[config.mk]
export PLATFORM = sky130hd
export DESIGN_NAME = pipe_stage_reg
export DESIGN_NICKNAME = d
export VERILOG_FILES = /design/src/rtl/pipe_pkg.sv /design/src/rtl/pipe_slot.sv /design/src/rtl/pipe_stage_reg.sv
export SDC_FILE = /design/constraint.sdc
export NUM_CORES = 1
export LEC_CHECK = 0
export BUFFER_PORTS_ARGS = -buffer_cell sky130_fd_sc_hd__buf_4
export CORE_MARGIN = 10
export CORE_UTILIZATION = 48
export CTS_BUF_LIST = sky130_fd_sc_hd__clkbuf_16
export DETAILED_ROUTE_END_ITERATION = 8
export GPL_TIMING_DRIVEN = 0
export PLACE_DENSITY = 0.83
export SYNTH_ARGS = -nofsm -noshare
export SYNTH_HDL_FRONTEND = slang
export SYNTH_SLANG_ARGS = --single-unit
export TNS_END_PERCENT = 30
[constraint.sdc]
create_clock -name clk -period 2.8 [get_ports clk]
set_input_delay 0.28 -clock clk [delete_from_list [all_inputs] [get_ports clk]]
set_output_delay 0.28 -clock clk [all_outputs]
set_load 0.02 [all_outputs]
[src/rtl/pipe_pkg.sv]
// -----------------------------------------------------------------------------
// pipe_pkg
// Shared types and constants for the rk2040 pipeline stage register.
//   pipe_state_e : stage occupancy state (EMPTY / BUSY / FULL)
//   OCC_W        : width of the occupancy count output
//   CTRL_NOP     : control value presented downstream when no entry is valid
// -----------------------------------------------------------------------------
package pipe_pkg;

    typedef enum logic [1:0] {
        ST_EMPTY = 2'd0,
        ST_BUSY  = 2'd1,
        ST_FULL  = 2'd2
    } pipe_state_e;

    localparam int unsigned OCC_W    = 2;
    localparam int unsigned CTRL_NOP = 0;

endpackage

[src/rtl/pipe_slot.sv]
// -----------------------------------------------------------------------------
// pipe_slot
// Load-enabled storage register for one pipeline entry (ctrl + payload).
// Ports:
//   clk     in   clock, rising edge
//   rst     in   asynchronous active-high reset, clears the slot to 0
//   i_load  in   capture i_d at the next rising edge
//   i_d     in   W-bit entry to store
//   o_q     out  W-bit stored entry
// -----------------------------------------------------------------------------
module pipe_slot #(
    parameter int unsigned W = 72
) (
    input  logic         clk,
    input  logic         rst,
    input  logic         i_load,
    input  logic [W-1:0] i_d,
    output logic [W-1:0] o_q
);

    logic [W-1:0] r_q;

    // Entry storage; holds its value until the next load.
    always_ff @(posedge clk or posedge rst) begin
        if (rst) begin
            r_q <= '0;
        end else if (i_load) begin
            r_q <= i_d;
        end
    end

    assign o_q = r_q;

endmodule

[src/rtl/pipe_stage_reg.sv]
// -----------------------------------------------------------------------------
// pipe_stage_reg
// Handshaked pipeline stage register with synchronous flush and NOP masking of
// control bits. With PIPE_STAGE_SKID_EN defined the stage has a 2-entry skid
// buffer and a registered in_ready; otherwise it is a single slot whose
// in_ready is combinational (~out_valid | out_ready).
// Ports:
//   clk        in   clock, rising edge
//   rst        in   asynchronous active-high reset
//   flush      in   synchronous kill of all held entries
//   in_valid   in   upstream entry present
//   in_ready   out  stage can accept
//   in_ctrl    in   CTRL_W upstream control bits
//   in_data    in   DATA_W upstream payload
//   out_valid  out  entry presented downstream
//   out_ready  in   downstream accepts
//   out_ctrl   out  CTRL_W control bits, 0 when out_valid=0
//   out_data   out  DATA_W payload, meaningful only when out_valid=1
//   occ        out  number of held entries (0..2)
// -----------------------------------------------------------------------------
module pipe_stage_reg
    import pipe_pkg::*;
#(
    parameter int unsigned DATA_W = 64,
    parameter int unsigned CTRL_W = 8
) (
    input  logic              clk,
    input  logic              rst,
    input  logic              flush,
    input  logic              in_valid,
    output logic              in_ready,
    input  logic [CTRL_W-1:0] in_ctrl,
    input  logic [DATA_W-1:0] in_data,
    output logic              out_valid,
    input  logic              out_ready,
    output logic [CTRL_W-1:0] out_ctrl,
    output logic [DATA_W-1:0] out_data,
    output logic [OCC_W-1:0]  occ
);

    localparam int unsigned SLOT_W = DATA_W + CTRL_W;

    pipe_state_e       r_state;
    logic              r_out_valid;
    logic [OCC_W-1:0]  r_occ;

    logic              w_accept;
    logic              w_drain;
    logic              w_main_load;
    logic [SLOT_W-1:0] w_in_slot;
    logic [SLOT_W-1:0] w_main_d;
    logic [SLOT_W-1:0] w_main_q;

    assign w_in_slot = {in_ctrl, in_data};
    assign w_drain   = r_out_valid & out_ready;

`ifdef PIPE_STAGE_SKID_EN

    logic              r_in_ready;
    logic              w_skid_load;
    logic [SLOT_W-1:0] w_skid_q;

    assign w_accept = in_valid & r_in_ready;
    assign in_ready = r_in_ready;

    // Slot load steering; flush suppresses all loads.
    always_comb begin
        w_main_load = 1'b0;
        w_skid_load = 1'b0;
        w_main_d    = w_in_slot;
        if (!flush) begin
            case (r_state)
                ST_EMPTY: w_main_load = w_accept;
                ST_BUSY: begin
                    w_main_load = w_accept & w_drain;
                    w_skid_load = w_accept & ~w_drain;
                end
                ST_FULL: begin
                    // Skid entry moves forward when the main entry drains.
                    w_main_load = w_drain;
                    w_main_d    = w_skid_q;
                end
                default: begin
                    w_main_load = 1'b0;
                end
            endcase
        end
    end

    // Occupancy FSM; in_ready is registered so it never depends on out_ready.
    always_ff @(posedge clk or posedge rst) begin
        if (rst) begin
            r_state     <= ST_EMPTY;
            r_out_valid <= 1'b0;
            r_occ       <= OCC_W'(0);
            r_in_ready  <= 1'b1;
        end else if (flush) begin
            r_state     <= ST_EMPTY;
            r_out_valid <= 1'b0;
            r_occ       <= OCC_W'(0);
            r_in_ready  <= 1'b1;
        end else begin
            case (r_state)
                ST_EMPTY: begin
                    if (w_accept) begin
                        r_state     <= ST_BUSY;
                        r_out_valid <= 1'b1;
                        r_occ       <= OCC_W'(1);
                        r_in_ready  <= 1'b1;
                    end
                end
                ST_BUSY: begin
                    if (w_accept && !w_drain) begin
                        r_state     <= ST_FULL;
                        r_out_valid <= 1'b1;
                        r_occ       <= OCC_W'(2);
                        r_in_ready  <= 1'b0;
                    end else if (!w_accept && w_drain) begin
                        r_state     <= ST_EMPTY;
                        r_out_valid <= 1'b0;
                        r_occ       <= OCC_W'(0);
                        r_in_ready  <= 1'b1;
                    end
                end
                ST_FULL: begin
                    if (w_drain) begin
                        r_state     <= ST_BUSY;
                        r_out_valid <= 1'b1;
                        r_occ       <= OCC_W'(1);
                        r_in_ready  <= 1'b1;
                    end
                end
                default: begin
                    r_state     <= ST_EMPTY;
                    r_out_valid <= 1'b0;
                    r_occ       <= OCC_W'(0);
                    r_in_ready  <= 1'b1;
                end
            endcase
        end
    end

    pipe_slot #(.W(SLOT_W)) u_skid_slot (
        .clk    (clk),
        .rst    (rst),
        .i_load (w_skid_load),
        .i_d    (w_in_slot),
        .o_q    (w_skid_q)
    );

`else

    // Single slot: a held entry can be replaced in the cycle it drains.
    assign in_ready = ~r_out_valid | out_ready;
    assign w_accept = in_valid & in_ready;

    always_comb begin
        w_main_d    = w_in_slot;
        w_main_load = w_accept & ~flush;
    end

    // Occupancy FSM restricted to EMPTY/BUSY.
    always_ff @(posedge clk or posedge rst) begin
        if (rst) begin
            r_state     <= ST_EMPTY;
            r_out_valid <= 1'b0;
            r_occ       <= OCC_W'(0);
        end else if (flush) begin
            r_state     <= ST_EMPTY;
            r_out_valid <= 1'b0;
            r_occ       <= OCC_W'(0);
        end else if (w_accept) begin
            r_state     <= ST_BUSY;
            r_out_valid <= 1'b1;
            r_occ       <= OCC_W'(1);
        end else if (w_drain) begin
            r_state     <= ST_EMPTY;
            r_out_valid <= 1'b0;
            r_occ       <= OCC_W'(0);
        end
    end

`endif

    pipe_slot #(.W(SLOT_W)) u_main_slot (
        .clk    (clk),
        .rst    (rst),
        .i_load (w_main_load),
        .i_d    (w_main_d),
        .o_q    (w_main_q)
    );

    // Control bits are masked to NOP whenever nothing valid is presented.
    assign out_valid = r_out_valid;
    assign out_ctrl  = r_out_valid ? w_main_q[SLOT_W-1 -: CTRL_W] : CTRL_W'(CTRL_NOP);
    assign out_data  = w_main_q[DATA_W-1:0];
    assign occ       = r_occ;

endmodule

* After elaboration in Yosys (flattened, before gate mapping)
Index checks and enable logic that the tools add are counted. Widths: inputs -> output; s select.
Cells by class: reduce and logical (&&, ||, !) cells 1, divide/modulo/power cells 0, add/sub/neg operators 0, shift operators 0, equality and inequality tests 0, multiply operators 0, order comparisons 0, bitwise operators 6, muxes and demuxes 7
Operators with widths (number):
- $mux 8 | 1
- $mux 2 | 3
- $and 1x1->1 | 3
- $mux 1 | 3
- $reduce_bool 3->1 | 1
- $not 1->1 | 2
- $or 1x1->1 | 1
Storage, ports and cells: output and inout bits 76, memories 0, bits in writable memories 0, bits in registers 75, ROM bits 0, latch bits 0

* Depth between registers and ports, before layout
depth in word-level cells 5, gate-level depth with buffers 5, gate-level depth less buffers 3

* Hierarchy
Synthesis repeated with hierarchy kept, for this count alone.
Unflattened totals: cell total of the unflattened synthesis 170, area, all modules 3171.8 µm²
By module, submodules not included:
- pipe_slot | area an instance 3030.4 µm², sequential area each 1801.7 µm², cells an instance 153, instances 1
- pipe_stage_reg | area an instance 141.4 µm², sequential area each 25.0 µm², cells an instance 17, instances 1

* Worst setup path after synthesis
No wires, ideal clock.
path kind reg-to-reg, from register, netlist name occ[0], to register u_main_slot.r_q[0], in the netlist u_main_slot.o_q[0], buffers on the path 2, clock period less this slack 1.608 ns, data required time 2.675 ns, slack 1.192 ns, arrival time 1.483 ns, cell stages (with the launch flop) 6, cells stage by stage dfrtp_1 -> nor2b_4 -> nor3b_2 -> buf_6 -> buf_12 -> mux2_4
RTL lines:
- end signal: assignment | line pipe_slot.sv:28 | r_q <= i_d;
- end: declaration | line pipe_slot.sv:21 | logic [W-1:0] r_q;

==> run_results.csv <==
group,metric,value,unit
logic_synthesis,ys_top_cells_by_count,"dfrtp_1 (73), mux2_4 (70), buf_4 (66)",
outcome,outcome,"finished clean",
clocking,cts_buffers,9,
cells_and_area,multiInputGateArea,1170,um^2
floorplan,die_w,107,um
timing,period_share,60.0,%
clocking,cts_tree,"built",
logic_synthesis,yosys.area.top_type,"dfrtp_1",
place,place_hpwl,6.60,mm
logic_synthesis,synthFlopType,"dfrtp_1",
clocking,root_buffer,"clkbuf_16",
critical_path,path_class,"reg -> reg",
pwr,power_leakage,2.71,nW
flow_run,drv_cap,0,
critical_path,critPathArrivalTime,1.88,ns
place,io_buffers,151,
cells_and_area,n_antenna_cell,0,
pwr,swShare,27.0,%
cells_and_area,syn2layout_area_growth,43.3,%
drt,vias,2204,
clocking,ctsHtreeMaxLevel,3,
clocking,clkTransAtPathRegs,0.06,ns
logic_synthesis,syn_avg_cell_area,15.6,um^2
pwr,combPwrFrac,31.8,%
cells_and_area,register_area,1830,um^2
timing,finalCriticalPeriod,1.68,ns
critical_path,crit_fanout,11,
global_routing,grt_pass1_wl,13.4,mm
cells_and_area,stdcell_count,500,
floorplan,rows,31,
pwr,clkPwrFrac,32.5,%
logic_synthesis,ys_ff_latch,73,
clocking,cts.hold.buffers_added,0,
place,placed_cells,484,
clocking,clock_latency,0.32,ns
critical_path,crit_path_start_kind,"register",
floorplan,die-area,11500,um^2
logic_synthesis,yosys_warnings,0,
logic_synthesis,syn_nets,311,
floorplan,coreArea,7330,um^2
logic_synthesis,synth_cells,234,
cells_and_area,drive_gt1_share,80.8,%
drt,firstDrtPassIters,4,
critical_path,cp.required,3.00,ns
pwr,switching_power,1.02,mW
global_routing,grt_start_max_net_pins,74,
cells_and_area,final_core_util,71.4,%
logic_synthesis,seq_area_frac_synth,50.0,%
timing,rsz0062_at_grt,"no",
cells_and_area,fin_nets,473,
floorplan,die_h,107,um
timing,finClkSkew,0.00758,ns
pwr,ir_worst_vdd,0.365,mV
global_routing,overflow,0,
timing,worstMarginPinSlew,0.865,ns
drt,ant_nets,0,
cells_and_area,nFillCells,505,
timing,slew_headroom,42.3,%
pwr,power_density,719,nW/um^2
timing,tns,0,ns
clocking,post_cts_buffers,0,
global_routing,track_usage,14.7,%
clocking,cts-resized-gates,0,
critical_path,r2r_setup_slack,1.12,ns
drt,wire_per_inst,17.0,um
drt,route.detailed.drc,0,
logic_synthesis,synth_top_area_share,50.0,%
logic_synthesis,yosysUniqueCellTypes,12,
pwr,intPower,2.75,mW
timing,setup_viol,0,
pwr,p_seq_share,35.7,%
logic_synthesis,syn_area,3650,um^2
timing,holdWs,0.128,ns
logic_synthesis,synth_edf_count,0,
logic_synthesis,synthArstFlopShare,100,%
timing,fmax,595,MHz
drt,vias_per_cell,4.41,
timing,hold_viol,0,
drt,drt-initial-drc-count,59,
logic_synthesis,yosysMostFrequentCell,"dfrtp_1",
floorplan,start_util,49.8,%
logic_synthesis,ys_top_cells_by_area,"dfrtp_1 (50%), mux2_4 (29%), buf_4 (14%)",
global_routing,grt_pass1_vias,2568,
pwr,power,3.76,mW
worst_hold_path,holdCritPathClass,"in -> reg",
timing,finalMaxSlewViolations,0,
place,gp_congestion,0.704,
global_routing,antenna_found_initial,0,
drt,drt_wl_total,8.49,mm
clocking,cts_max_path_buffers,2,
clocking,cts_num_sinks,73,
floorplan,ios,153,
critical_path,crit_path_end_kind,"register",
==> worst max-delay path, cell delays in order, from the launching register on <==
cell	delay, ns
dfrtp_1	0.48
nor2b_4	0.18
nor3b_2	0.17
buf_6	0.24
buf_12	0.18
mux2_4	0.31
==> final timing paths <==
check / from / endpoint / cells past startpoint
max: occ[0] / u_main_slot.o_q[15] / 5
min: flush / occ[0] / 2
max reg2reg: occ[0] / u_main_slot.o_q[15] / 5
min reg2reg: u_main_slot.o_q[59] / u_main_slot.o_q[59] / 1
max in group asynchronous: rst / u_main_slot.o_q[49] / 2
min in group asynchronous: rst / u_main_slot.o_q[24] / 2
==> registers in the layout (all words and copies together), names as in the netlist <==
signal           cells
occ                  1
u_main_slot.o_q     72
==> per-stage QoR <==
step	setup WS, ns	instance area [um^2]
6_report	1.12	5230
3_5_place_dp	1.11	4910
4_1_cts	1.09	5230
3_3_place_gp	-0.193	4910
2_1_floorplan	0.667	3650
5_1_grt	1.05	5230
==> cell type report <==
type                    instances  area share, %
repair buffers                151           21.7
multi-input cells              85           22.4
flip-flops and latches         73           34.9
plain buffers                  74           12.4
well taps                      99           2.37
inverters                       2          0.191
clock buffers                   9           4.30
clock inverters                 7           1.82
==> routing by layer <==
metal  GRT usage (%)  vias up  part of all wire (%)
met5               0        -                     0
met4            4.26        0                  0.95
met3            6.41        6                   9.9
met2            24.6       92                    50
met1            16.5     1071                    39
li1                -     1035                     -
==> cells by family (layout without fill, tap and decap cells) <==
group / count (synthesis) / count (layout) / share of synthesized area (%)
buffers and inverters: 76 / 243 / 17.9
flip-flops: 73 / 73 / 50.0
multiplexers: 72 / 72 / 29.4
other: 1 / 1 / 0.103
AND/OR/NAND/NOR: 12 / 12 / 2.57
==> placed cells by master (no fill, tap or decap), drive strengths merged <==
cell type and n:
buf 225, dfrtp 73, mux2 72, clkbuf 9, and2 8, clkinv 4, nor2 2, bufinv 2
inv 2, nor2b 1, nor3b 1, conb 1, clkinvlp 1
==> power by group through the flow <==
stage	Combinational, mW	Clock (mW)	Sequential, mW
2_1_floorplan	0.811	0	1.32
3_3_place_gp	1.19	0	1.35
3_5_place_dp	1.22	0	1.36
4_1_cts	1.22	1.24	1.34
5_1_grt	1.28	1.29	1.37
6_report	1.20	1.22	1.34
Power figures use the tool's default switching activity.
